$ cat src/rtl/usb_rx_decoder_pkg.sv
// Shared USB receive definitions: PID codes, PID classes and decoder state.
// Imported by the packet decoder and intended for transmit/endpoint logic too.
package usb_rx_decoder_pkg;

    localparam logic [3:0] PidOut   = 4'b0001;
    localparam logic [3:0] PidIn    = 4'b1001;
    localparam logic [3:0] PidSof   = 4'b0101;
    localparam logic [3:0] PidSetup = 4'b1101;
    localparam logic [3:0] PidPing  = 4'b0100;
    localparam logic [3:0] PidData0 = 4'b0011;
    localparam logic [3:0] PidData1 = 4'b1011;
    localparam logic [3:0] PidData2 = 4'b0111;
    localparam logic [3:0] PidMdata = 4'b1111;
    localparam logic [3:0] PidAck   = 4'b0010;
    localparam logic [3:0] PidNak   = 4'b1010;
    localparam logic [3:0] PidStall = 4'b1110;
    localparam logic [3:0] PidNyet  = 4'b0110;

    // Class is carried in the two low PID bits
    localparam logic [1:0] PidClsSpecial = 2'b00;
    localparam logic [1:0] PidClsToken   = 2'b01;
    localparam logic [1:0] PidClsHshake  = 2'b10;
    localparam logic [1:0] PidClsData    = 2'b11;

    typedef enum logic [2:0] {
        StIdle,
        StToken,
        StData,
        StHshake,
        StDiscard
    } rx_state_e;

    function automatic rx_state_e pid_to_state(input logic [3:0] pid);
        rx_state_e st;
        st = StDiscard;
        case (pid[1:0])
            PidClsToken:  st = StToken;
            PidClsData:   st = StData;
            PidClsHshake: st = StHshake;
            default:      st = (pid == PidPing) ? StToken : StDiscard;
        endcase
        return st;
    endfunction

endpackage

$ cat src/rtl/usb_rx_crc_strip.sv
// Two-byte delay line: a byte leaves only when a newer one arrives, so the
// trailing CRC16 pair is never emitted.
module usb_rx_crc_strip (
    input  logic       clk,
    input  logic       rst_n,
    input  logic       push,
    input  logic       flush,
    input  logic [7:0] din,
    output logic       out_valid,
    output logic [7:0] out_byte,
    output logic [1:0] occupancy
);

    logic [7:0] old_q, old_d, new_q, new_d;
    logic [1:0] occ_q, occ_d, occ_base;
    logic       emit;

    always_comb begin
        old_d    = old_q;
        new_d    = new_q;
        emit     = 1'b0;
        occ_base = flush ? 2'd0 : occ_q;
        occ_d    = occ_base;
        if (push) begin
            case (occ_base)
                2'd0: begin
                    old_d = din;
                    occ_d = 2'd1;
                end
                2'd1: begin
                    new_d = din;
                    occ_d = 2'd2;
                end
                default: begin
                    emit  = 1'b1;
                    old_d = new_q;
                    new_d = din;
                end
            endcase
        end
    end

    always_ff @(posedge clk or negedge rst_n) begin
        if (!rst_n) begin
            old_q     <= 8'd0;
            new_q     <= 8'd0;
            occ_q     <= 2'd0;
            out_valid <= 1'b0;
            out_byte  <= 8'd0;
        end else begin
            old_q     <= old_d;
            new_q     <= new_d;
            occ_q     <= occ_d;
            out_valid <= emit;
            if (emit) begin
                out_byte <= old_q;
            end
        end
    end

    assign occupancy = occ_q;

endmodule

$ cat src/rtl/usb_rx_decoder.sv
// Packet-level USB receive decoder: classifies packets from usb_recv, extracts
// token/SOF fields, streams data payload without CRC16 and flags bad packets.
module usb_rx_decoder
    import usb_rx_decoder_pkg::*;
#(
    parameter int unsigned MAX_PAYLOAD = 1023
) (
    input  logic        clk,
    input  logic        rst_n,
    input  logic        xpacket,
    input  logic [3:0]  xpid,
    input  logic [7:0]  xdata,
    input  logic        xdatastrobe,
    input  logic        xcrc5_ok,
    input  logic        xcrc16_ok,
    output logic        tok_valid,
    output logic [3:0]  tok_pid,
    output logic [6:0]  tok_addr,
    output logic [3:0]  tok_endp,
    output logic        sof_valid,
    output logic [10:0] sof_frame,
    output logic        hs_valid,
    output logic [3:0]  hs_pid,
    output logic        data_start,
    output logic [3:0]  data_pid,
    output logic [7:0]  data_byte,
    output logic        data_strobe,
    output logic        data_end,
    output logic        data_ok,
    output logic        rx_error
);

    localparam int unsigned MaxBytes = MAX_PAYLOAD + 2;

    rx_state_e   state_q, state_d;
    logic        xpacket_q, pkt_rise, pkt_fall, in_pkt, line_push, have_crc;
    logic [1:0]  line_occ;
    logic [3:0]  pid_q, pid_d;
    logic [10:0] cnt_q, cnt_d;
    logic [7:0]  b0_q, b0_d, b1_q, b1_d;
    logic        crc5_q, crc5_d, crc16_q, crc16_d;

    logic        tok_valid_d, sof_valid_d, hs_valid_d, data_start_d;
    logic        data_end_d, data_ok_d, rx_error_d;
    logic [3:0]  tok_pid_d, tok_endp_d, hs_pid_d, data_pid_d;
    logic [6:0]  tok_addr_d;
    logic [10:0] sof_frame_d;

    assign pkt_rise  = xpacket & ~xpacket_q;
    assign pkt_fall  = ~xpacket & xpacket_q;
    assign in_pkt    = (state_q != StIdle);
    assign line_push = (state_q == StData) && xdatastrobe;
    // Both CRC bytes are in the line, counting a push in the final cycle
    assign have_crc  = (line_occ == 2'd2) || ((line_occ == 2'd1) && line_push);

    always_comb begin
        state_d      = state_q;
        pid_d        = pid_q;
        cnt_d        = cnt_q;
        b0_d         = b0_q;
        b1_d         = b1_q;
        crc5_d       = crc5_q;
        crc16_d      = crc16_q;
        tok_valid_d  = 1'b0;
        sof_valid_d  = 1'b0;
        hs_valid_d   = 1'b0;
        data_start_d = 1'b0;
        data_end_d   = 1'b0;
        data_ok_d    = 1'b0;
        rx_error_d   = 1'b0;
        tok_pid_d    = tok_pid;
        tok_addr_d   = tok_addr;
        tok_endp_d   = tok_endp;
        sof_frame_d  = sof_frame;
        hs_pid_d     = hs_pid;
        data_pid_d   = data_pid;

        // Bytes are accounted before the end-of-packet decision below
        if (in_pkt && xdatastrobe) begin
            if (cnt_q != 11'h7ff) begin
                cnt_d = cnt_q + 11'd1;
            end
            if (cnt_q == 11'd0) begin
                b0_d = xdata;
            end
            if (cnt_q == 11'd1) begin
                b1_d   = xdata;
                crc5_d = xcrc5_ok;
            end
            crc16_d = xcrc16_ok;
        end

        if (in_pkt && pkt_fall) begin
            state_d = StIdle;
            case (state_q)
                StToken: begin
                    if ((cnt_d == 11'd2) && crc5_d) begin
                        if (pid_q == PidSof) begin
                            sof_valid_d = 1'b1;
                            sof_frame_d = {b1_d[2:0], b0_d};
                        end else begin
                            tok_valid_d = 1'b1;
                            tok_pid_d   = pid_q;
                            tok_addr_d  = b0_d[6:0];
                            tok_endp_d  = {b1_d[2:0], b0_d[7]};
                        end
                    end else begin
                        rx_error_d = 1'b1;
                    end
                end
                StHshake: begin
                    if (cnt_d == 11'd0) begin
                        hs_valid_d = 1'b1;
                        hs_pid_d   = pid_q;
                    end else begin
                        rx_error_d = 1'b1;
                    end
                end
                StData: begin
                    data_end_d = 1'b1;
                    data_ok_d  = have_crc && crc16_d && (32'(cnt_d) <= MaxBytes);
                end
                default: rx_error_d = 1'b1;
            endcase
        end else if (!in_pkt && pkt_rise) begin
            state_d = pid_to_state(xpid);
            pid_d   = xpid;
            cnt_d   = 11'd0;
            crc5_d  = 1'b0;
            crc16_d = 1'b0;
            if (state_d == StData) begin
                data_start_d = 1'b1;
                data_pid_d   = xpid;
            end
        end
    end

    always_ff @(posedge clk or negedge rst_n) begin
        if (!rst_n) begin
            state_q    <= StIdle;
            xpacket_q  <= 1'b0;
            pid_q      <= 4'd0;
            cnt_q      <= 11'd0;
            b0_q       <= 8'd0;
            b1_q       <= 8'd0;
            crc5_q     <= 1'b0;
            crc16_q    <= 1'b0;
            tok_valid  <= 1'b0;
            sof_valid  <= 1'b0;
            hs_valid   <= 1'b0;
            data_start <= 1'b0;
            data_end   <= 1'b0;
            data_ok    <= 1'b0;
            rx_error   <= 1'b0;
            tok_pid    <= 4'd0;
            tok_addr   <= 7'd0;
            tok_endp   <= 4'd0;
            sof_frame  <= 11'd0;
            hs_pid     <= 4'd0;
            data_pid   <= 4'd0;
        end else begin
            state_q    <= state_d;
            xpacket_q  <= xpacket;
            pid_q      <= pid_d;
            cnt_q      <= cnt_d;
            b0_q       <= b0_d;
            b1_q       <= b1_d;
            crc5_q     <= crc5_d;
            crc16_q    <= crc16_d;
            tok_valid  <= tok_valid_d;
            sof_valid  <= sof_valid_d;
            hs_valid   <= hs_valid_d;
            data_start <= data_start_d;
            data_end   <= data_end_d;
            data_ok    <= data_ok_d;
            rx_error   <= rx_error_d;
            tok_pid    <= tok_pid_d;
            tok_addr   <= tok_addr_d;
            tok_endp   <= tok_endp_d;
            sof_frame  <= sof_frame_d;
            hs_pid     <= hs_pid_d;
            data_pid   <= data_pid_d;
        end
    end

    usb_rx_crc_strip u_crc_strip (
        .clk       (clk),
        .rst_n     (rst_n),
        .push      (line_push),
        .flush     (pkt_rise),
        .din       (xdata),
        .out_valid (data_strobe),
        .out_byte  (data_byte),
        .occupancy (line_occ)
    );

endmodule

$ cat config.mk
export PLATFORM = sky130hd
export DESIGN_NAME = usb_rx_decoder
export DESIGN_NICKNAME = d
export VERILOG_FILES = /design/src/rtl/usb_rx_decoder_pkg.sv /design/src/rtl/usb_rx_crc_strip.sv /design/src/rtl/usb_rx_decoder.sv
export SDC_FILE = /design/constraint.sdc
export NUM_CORES = 1
export LEC_CHECK = 0
export ABC_AREA = 1
export BUFFER_PORTS_ARGS = -buffer_cell sky130_fd_sc_hd__buf_2
export CORE_MARGIN = 2
export CORE_UTILIZATION = 43
export DETAILED_ROUTE_END_ITERATION = 10
export GPL_ROUTABILITY_DRIVEN = 0
export PLACE_DENSITY_LB_ADDON = 0.05
export SYNTH_ARGS = -nofsm -noshare
export SYNTH_HDL_FRONTEND = slang
export SYNTH_SLANG_ARGS = --single-unit
$ cat constraint.sdc
create_clock -name clk -period 2 [get_ports clk]
set_input_delay 0.3 -clock clk [delete_from_list [all_inputs] [get_ports clk]]
set_output_delay 0.3 -clock clk [all_outputs]
set_load 0.1 [all_outputs]
==> results of run 1 <==
sequential cells by signal, indices dropped and copies added (netlist names), 2 cells and up:
register,count
cnt_q,11
sof_frame,11
b0_q,8
u_crc_strip.new_q,8
u_crc_strip.old_q,8
u_crc_strip.out_byte,8
tok_addr,7
data_pid,4
hs_pid,4
pid_q,4
tok_endp,4
tok_pid,4
b1_q,3
state_q,3
u_crc_strip.occupancy,2
cell families (layout without fill, tap and decap cells):
logic type / count (synthesis) / in the layout
AND/OR/NAND/NOR: 227 / 230
AO/OA/AOI/OAI: 94 / 94
multiplexers: 1 / 1
adder cells (fa/ha/maj): 7 / 7
XOR/XNOR: 2 / 2
buffers and inverters: 92 / 207
flip-flops: 100 / 100
routing by layer:
metal  wire (microns)  vias to the layer above  share of wire
li1                 -                     1880              -
met1             5040                     1725           0.49
met2             4640                       63           0.45
met3              371                       14          0.036
met4              157                        0          0.015
met5                0                        -              0
where the power goes:
| group | internal (mW) | switching, mW |
|---|---|---|
| combinational | 0.999 | 2.58 |
| sequential | 2.57 | 0.278 |
| clock | 0.483 | 0.811 |
layout make-up:
| cell class | count | area, sq um | share of cell area |
|---|---|---|---|
| timing repair buffer | 111 | 699 | 0.120 |
| tap | 140 | 175 | 0.0301 |
| inverter | 80 | 305 | 0.0525 |
| multi-input combinational | 334 | 1930 | 0.332 |
| sequential | 100 | 2510 | 0.432 |
| clock inverter | 7 | 68.8 | 0.0118 |
| clock buffer | 9 | 124 | 0.0213 |
Yosys cell counts, types with 4 or more instances:
cell,number
a21oi_1,14
buf_6,5
clkbuf_1,6
dfrtp_1,100
ha_1,7
inv_1,75
inv_2,4
nand2_1,118
nand2_2,14
nand3_1,25
nor2_1,44
nor2_2,6
nor2_4,4
o211ai_1,8
o21a_1,11
o21ai_0,33
o21ai_1,14
o21ai_2,11
metrics by stage:
| stage | cell area (sq um) | hold slack (ns) | setup TNS (ns) |
|---|---|---|---|
| after floorplan | 4710 | 0.00441 | -0.0199 |
| after global routing | 5810 | 0.0198 | -5.76 |
| after global placement | 5400 | 0.411 | -1.46 |
| final | 5810 | 0.0308 | -2.01 |
| after CTS | 5670 | 0.0174 | -2.84 |
| after detailed placement | 5400 | 0.410 | -2.50 |
final timing paths:
kind | startpoint | endpoint | slack [ns] | cells past startpoint
max reg2reg | state_q[0] | tok_addr[1] | -0.1 | 15
min reg2reg | hs_pid[2] | hs_pid[2] | 0.48 | 2
max | state_q[0] | tok_addr[1] | -0.1 | 15
max in group asynchronous | rst_n | b0_q[1] | 1.04 | 3
min | xpacket | xpacket_q | 0.03 | 1
min in group asynchronous | rst_n | cnt_q[3] | 0.45 | 3
repair_timing:
action                     4_1_cts  5_1_grt
gates resized for setup         11       21
hold buffers                     1        0
buffers inserted                 4        6
setup endpoints to repair       31       46
cloned                           0        3
pin swaps                        0        9
hold endpoints to repair        32        0
==> results_dict.tcl, run 1 <==
set metrics [dict create \
    startpoint_type "register" \
    path_cells "nor2_2 -> nand2_2 -> nand2_4 -> inv_4 -> nand2_2 -> nand2_2 -> nand2_4 -> nand2_4 -> nor2_4 -> nand2_4 -> nor2_8 -> nand3_4 -> buf_12 -> nand2_1 -> o21ai_2" \
    worst_setup_path_end_kind "register" \
    cp_max_fo 27 \
    wl_per_cell_microns 13.1 \
    die_x_microns 108 \
    ant_nets 0 \
    status "finished with violations" \
    drv_cap 0 \
    ys_types 35 \
    antenna_found_initial 0 \
    vias_per_cell 4.71 \
    synth_edf_count 0 \
    fmax_mhz 476 \
    die_area_sq_mm 0.0117 \
    critPathKind "register to register" \
    synth_xor_area_frac 0.00375 \
    cp.arrival_ns 2.38 \
    synth_fa_ha_area_frac 0.0187 \
    critPathBufInv 2 \
    final_cells 781 \
    ys_seq_elements 100 \
    syn_area_per_cell_sq_um 8.94 \
    period_share 1.05 \
    dp_slack_ns -0.105 \
    synth_top_area_frac 0.535 \
    cts_buffers 9 \
    hpwl_microns 6850 \
    path_delay_family "simple AND/OR/NAND/NOR gates" \
    dpl.cell_count 751 \
    synth_top_family_by_area "simple AND/OR/NAND/NOR gates" \
    drc_errors 0 \
    synth_compound_gate_area_share 0.123 \
    hold_path_class "primary input to register" \
    grtUsageMet1 0.256 \
    clk_latency_ns 0.39 \
    grt_pass1_wl_microns 16500 \
    worst_ep_required_time_ns 2.28 \
    synth.area.top_cells "dfrtp_1 54%, nand2_1 9.5%, inv_1 6.0%" \
    grt.busiest_layer "met2" \
    fill_cells 1050 \
    final_layout_size_suffix_gt1_frac 0.329 \
    fin_ws_ns -0.0990 \
    core_area_sq_mm 0.0107 \
    cts_sinks 100 \
    final.min_clock_period_ns 2.10 \
    seq_area_frac_synth 0.535 \
    cts_tree "yes" \
    drtIter0Drc 147 \
    num_antenna_cells 0 \
    nNetsFinal 661 \
    grt_max_degree 101 \
    rows 38 \
    clk_path_buf_depth 2 \
    syn_nets 548 \
    die_h_microns 108 \
    finClkSkew_ns 0.0138 \
    num_vias 3682 \
    cts.htree.levels 3 \
    drt_pass1_iterations 4 \
    cts-root-buf "clkbuf_8" \
    violations "setup timing" \
    grtUsageMet3 0.0422 \
    cts.reportedPaths.clkPinSlew_ns 0.11 \
    final_cell_mix "108 x nand2_1, 96 x dfrtp_1, 73 x inv_1" \
    crit_path_frequent_cell "nand2_4" \
    p_leak_nw 3.06 \
    pin_count 68 \
    hold_viol 0 \
    yosysWarnings 0 \
    setup_viol 26 \
    routed_wl_microns 10200 \
    synth_async_sr_flop_share 1.00 \
    first_global_vias 3449 \
    grt_util_met2 0.282 \
    synth-simple-area-share 0.233 \
    ys.flop_type "dfrtp_1" \
    fin_util 0.541 \
    drv_slew 0 \
    synth_area_leader_cell "dfrtp_1" \
    grt-ovfl-total 0 \
    synthMuxAreaShare 0.00214 \
    synthCells 523 \
    cellPowerDensity_mw_per_mm2 1330 \
    synth_area_sq_mm 0.00467 \
    finalPower_mw 7.72 \
    vdd.ir_drop.worst_uv 986 \
    grt_use_total 0.183 \
    syn2layout_area_growth_pct 24.3 \
    cpPeakStageDelay_ns 0.42 \
    relSlewSlack 0.596 \
    final_common_cell "nand2_1" \
    io_buffers 67 \
    slowest_stage "dfrtp_1" \
    grt_setup_unrepaired "true" \
    start_util 0.435 \
    worstMarginPinSlew_ns 0.606 \
]
Power figures use the tool's default switching activity.
==> inputs of run 2 (changes only) <==
SETUP_SLACK_MARGIN = 0.1   (was not set)
==> results_dict.tcl, run 2 (synthesized netlist as in run 1, its figures left out) <==
set metrics [dict create \
    cp-endpoint "tok_pid[2]" \
    routed_wl_microns 10400 \
    worst_ep_required_time_ns 2.27 \
    fill_cells 1037 \
    grtUsageMet1 0.262 \
    nNetsFinal 665 \
    rows 38 \
    final_cells 785 \
    cts_tree "yes" \
    final_common_cell "nand2_1" \
    vias_per_cell 4.69 \
    period_share 1.03 \
    worst_setup_path_end_kind "register" \
    postPlaceCellArea_sq_mm 0.00542 \
    design_area_sq_mm 0.00593 \
    cts.reportedPaths.clkPinSlew_ns 0.10 \
    rrSetupSlack_ns -0.06 \
    final_cell_mix "108 x nand2_1, 96 x dfrtp_1, 74 x inv_1" \
    finalPower_mw 7.94 \
    drt_pass1_iterations 4 \
    cp.arrival_ns 2.33 \
    num_vias 3681 \
    num_antenna_cells 0 \
    hold_path_class "primary input to register" \
    cp_max_fo 6 \
    p_leak_nw 3.12 \
    grtUsageMet3 0.0374 \
    dpl.cell_count 753 \
    core_area_sq_mm 0.0107 \
    drtIter0Drc 131 \
    cts-root-buf "clkbuf_8" \
    grt-ovfl-total 0 \
    startpoint_type "register" \
    seq_area_sq_mm 0.00251 \
    die_area_sq_mm 0.0117 \
    grt_util_met2 0.288 \
    ant_nets 0 \
    top_regs "cnt_q: 11 flops, sof_frame: 11 flops" \
    final.min_clock_period_ns 2.06 \
    drv_slew 0 \
    multi_input_area_sq_mm 0.00196 \
    drv_cap 0 \
    r2r_cells 14 \
    rr_endpoint "tok_pid[2]" \
    hold_viol 0 \
    setup_viol 31 \
    antenna_found_initial 0 \
    fin_ws_ns -0.0642 \
    die_h_microns 108 \
    cts_sinks 100 \
    pin_count 68 \
    grt_pass1_wl_microns 16900 \
    final_layout_size_suffix_gt1_frac 0.338 \
    rr_startpoint "cnt_q[1]" \
    syn2layout_area_growth_pct 26.8 \
    clk_path_buf_depth 2 \
    finalHoldWorstSlack_ns 0.0618 \
    crit_start "cnt_q[1]" \
    cellPowerDensity_mw_per_mm2 1340 \
    drc_errors 0 \
    relSlewSlack 0.632 \
    worstMarginPinSlew_ns 0.552 \
    io_buffers 67 \
    critPathKind "register to register" \
    grt_use_total 0.187 \
    clk_latency_ns 0.37 \
    grt_setup_unrepaired "true" \
    first_global_vias 3441 \
    violations "setup timing" \
    grt_max_degree 40 \
    fmax_mhz 484 \
    die_x_microns 108 \
    tns_ns -1.45 \
    cts_buffers 9 \
    status "finished with violations" \
    grt.busiest_layer "met2" \
    finClkSkew_ns 0.0128 \
    hpwl_microns 7070 \
    cts.htree.levels 3 \
    vdd.ir_drop.worst_uv 908 \
    wl_per_cell_microns 13.3 \
    start_util 0.435 \
]
[run 2: cell count changes in the layout (fill, tap and decap cells not counted), moves of 2 or more]
| cell | change |
|---|---|
| buf_4 | +2 |
| bufinv_16 | +2 |
| clkinv_2 | +2 |
| nand3_2 | +2 |
| nor2_2 | -3 |
| nor2_4 | +3 |
| o21ai_1 | -2 |
| o21ai_2 | +2 |
[run 2: worst min-delay path by stage]
stage,from,endpoint,cells after the start
after floorplan,rst_n,b0_q[0],0
after global placement,rst_n,cnt_q[3],1
after detailed placement,rst_n,cnt_q[3],1
after CTS,xpacket,xpacket_q,1
after global routing,xpacket,xpacket_q,1
final,xpacket,xpacket_q,1
[run 2: layout make-up]
class                      instances  share of cell area
multi-input combinational        334               0.331
clock buffer                       9              0.0209
clock inverter                     7              0.0165
tap                              140              0.0296
inverter                          80              0.0519
timing repair buffer             115               0.128
sequential                       100               0.423
[run 2: critical path: stages (launching register included)]
cell and delay [ns]:
dfrtp_2 0.42, ha_4 0.16, inv_2 0.05, nor2_4 0.13, nand2_2 0.11, o21ai_2 0.13
nand2_1 0.08, nor2_2 0.16, nand3_4 0.13, nor2_8 0.17, buf_12 0.15, buf_4 0.12
nand3_1 0.07, nand2_1 0.07, inv_1 0.03
[run 2: power breakdown]
group | total, mW | switching, mW | leakage (nW) | internal, mW
combinational | 3.65 | 2.60 | 1.71 | 1.05
sequential | 2.84 | 0.270 | 1.30 | 2.57
clock | 1.45 | 0.733 | 0.112 | 0.714
[run 2: timing repair]
item,in CTS,in global routing
gates cloned,3,2
setup endpoints to repair,34,59
hold endpoints to repair,35,0
hold buffers,1,0
pin swaps,10,14
gates resized for setup,9,30
buffers inserted,6,4
[run 2: through the flow]
step | utilization | worst slack (ns)
5_1_grt | 0.552 | -0.231
3_5_place_dp | 0.504 | -0.164
3_3_place_gp | 0.504 | -0.151
2_1_floorplan | - | -0.00987
6_report | 0.552 | -0.0642
4_1_cts | 0.539 | -0.139
[run 2: layer usage]
metal / vias up / part of all wire
li1: 1887 / -
met1: 1716 / 0.47
met2: 72 / 0.47
met3: 6 / 0.041
met4: 0 / 0.011
met5: - / 0
==> inputs of run 3 (changes only) <==
CORE_MARGIN = not set   (was 2)
==> results_dict.tcl, run 3 (synthesized netlist as in run 1, its figures left out) <==
set metrics [dict create \
    grt_pass1_wl_microns 17300 \
    core_area_sq_mm 0.0104 \
    grt_use_total 0.198 \
    crit_start "cnt_q[0]" \
    nNetsFinal 667 \
    drv_slew 0 \
    drtIter0Drc 171 \
    min_from "xpacket" \
    startpoint_type "register" \
    final_cells 783 \
    die_h_microns 106 \
    multi_input_area_sq_mm 0.00200 \
    antenna_found_initial 0 \
    drv_cap 0 \
    grt_max_degree 42 \
    fmax_mhz 473 \
    cts_tree "yes" \
    final_cell_mix "100 x nand2_1, 97 x dfrtp_1, 72 x inv_1" \
    grt-ovfl-total 0 \
    finalHoldWorstSlack_ns 0.0407 \
    cp_max_fo 7 \
    cellPowerDensity_mw_per_mm2 1330 \
    slowest_stage "dfrtp_2" \
    cts_sinks 100 \
    setup_viol 32 \
    drt_pass1_iterations 4 \
    violations "setup timing" \
    cp.arrival_ns 2.39 \
    start_util 0.449 \
    hpwl_microns 7130 \
    worstMarginPinSlew_ns 0.542 \
    num_vias 3684 \
    fill_cells 987 \
    clk_path_buf_depth 2 \
    fin_ws_ns -0.115 \
    die_area_sq_mm 0.0113 \
    num_antenna_cells 0 \
    syn2layout_area_growth_pct 26.4 \
    drc_errors 0 \
    cts-root-buf "clkbuf_8" \
    cts.reportedPaths.clkPinSlew_ns 0.09 \
    crit_path_frequent_cell "nand2_1" \
    path_cells "ha_4 -> inv_4 -> nor2_4 -> nand3_4 -> nand3_1 -> nand2_1 -> nand2_2 -> nor2_4 -> nand3_4 -> buf_6 -> nor3_4 -> nand2_2 -> nand2_1 -> nand2_1" \
    ant_nets 0 \
    first_global_vias 3577 \
    hold_viol 0 \
    vias_per_cell 4.70 \
    final_layout_size_suffix_gt1_frac 0.348 \
    routed_wl_microns 10100 \
    critPathKind "register to register" \
    worst_setup_path_end_kind "register" \
    cts_buffers 9 \
    wl_per_cell_microns 12.9 \
    die_x_microns 106 \
    worst_ep_required_time_ns 2.28 \
    grt_setup_unrepaired "true" \
    fin_util 0.567 \
    status "finished with violations" \
    rr_startpoint "cnt_q[0]" \
    tns_ns -2.72 \
    finalPower_mw 7.84 \
    cpPeakStageDelay_ns 0.46 \
    seq_area_sq_mm 0.00251 \
    dpl.cell_count 748 \
    io_buffers 67 \
    hold_path_class "primary input to register" \
    period_share 1.06 \
    final_common_cell "nand2_1" \
    finClkSkew_ns 0.0102 \
    vdd.ir_drop.worst_uv 936 \
    final.min_clock_period_ns 2.12 \
    p_leak_nw 3.10 \
    cts.htree.levels 3 \
    rows 37 \
    top_regs "cnt_q: 11 flops, sof_frame: 11 flops" \
    relSlewSlack 0.639 \
    clk_latency_ns 0.37 \
    pin_count 68 \
]
## run 3: through the flow
stage	worst slack (ns)	area [sq um]
after detailed placement	-0.139	5400
final	-0.115	5910
after global placement	-0.0877	5400
after global routing	-0.280	5910
after floorplan	-0.00987	4710
after CTS	-0.0910	5760
## run 3: worst max-delay path: cells and delay by family (launching register included)
kind          cells  cell delay (ns)
simple gates     11             1.15
buf+inv           2             0.21
fa+ha+maj         1             0.19
flops             1             0.46
## run 3: report_power, final
| part | internal [mW] | switching (mW) |
|---|---|---|
| clock | 0.460 | 0.698 |
| combinational | 1.17 | 2.68 |
| sequential | 2.57 | 0.271 |
| total | 4.20 | 3.65 |
## run 3: layout make-up
type,instances,area share
Sequential cell,100,0.424
Multi-Input combinational cell,334,0.338
Timing Repair Buffer,117,0.129
Inverter,80,0.0517
Tap cell,136,0.0288
Clock buffer,11,0.0222
Clock inverter,5,0.00635
## run 3: path summary, 6_finish.rpt
check | end | slack (ns) | cells after the start
worst min register to register | hs_pid[0] | 0.47 | 2
max in group asynchronous | cnt_q[1] | 0.98 | 3
worst max-delay path | hs_pid[1] | -0.12 | 14
min in group asynchronous | cnt_q[2] | 0.41 | 2
worst max register to register | hs_pid[1] | -0.12 | 14
worst min-delay path | xpacket_q | 0.04 | 1
## run 3: timing repair
item / in CTS / in global routing
endpoints found under the hold margin: 30 / 0
hold buffers: 1 / 0
setup endpoints to repair: 34 / 59
pin swaps: 8 / 14
gates resized for setup: 16 / 37
gates cloned: 3 / 1
buffers inserted: 11 / 3
## run 3: routing by layer
metal  wire [microns]  GRT usage  vias to the layer above  share of wire
met2             4740      0.308                       64           0.47
met3              424     0.0552                       10          0.042
met4              102     0.0595                        0          0.010
li1                 -          -                     1888              -
met5                0          0                        -              0
met1             4850      0.269                     1722           0.48
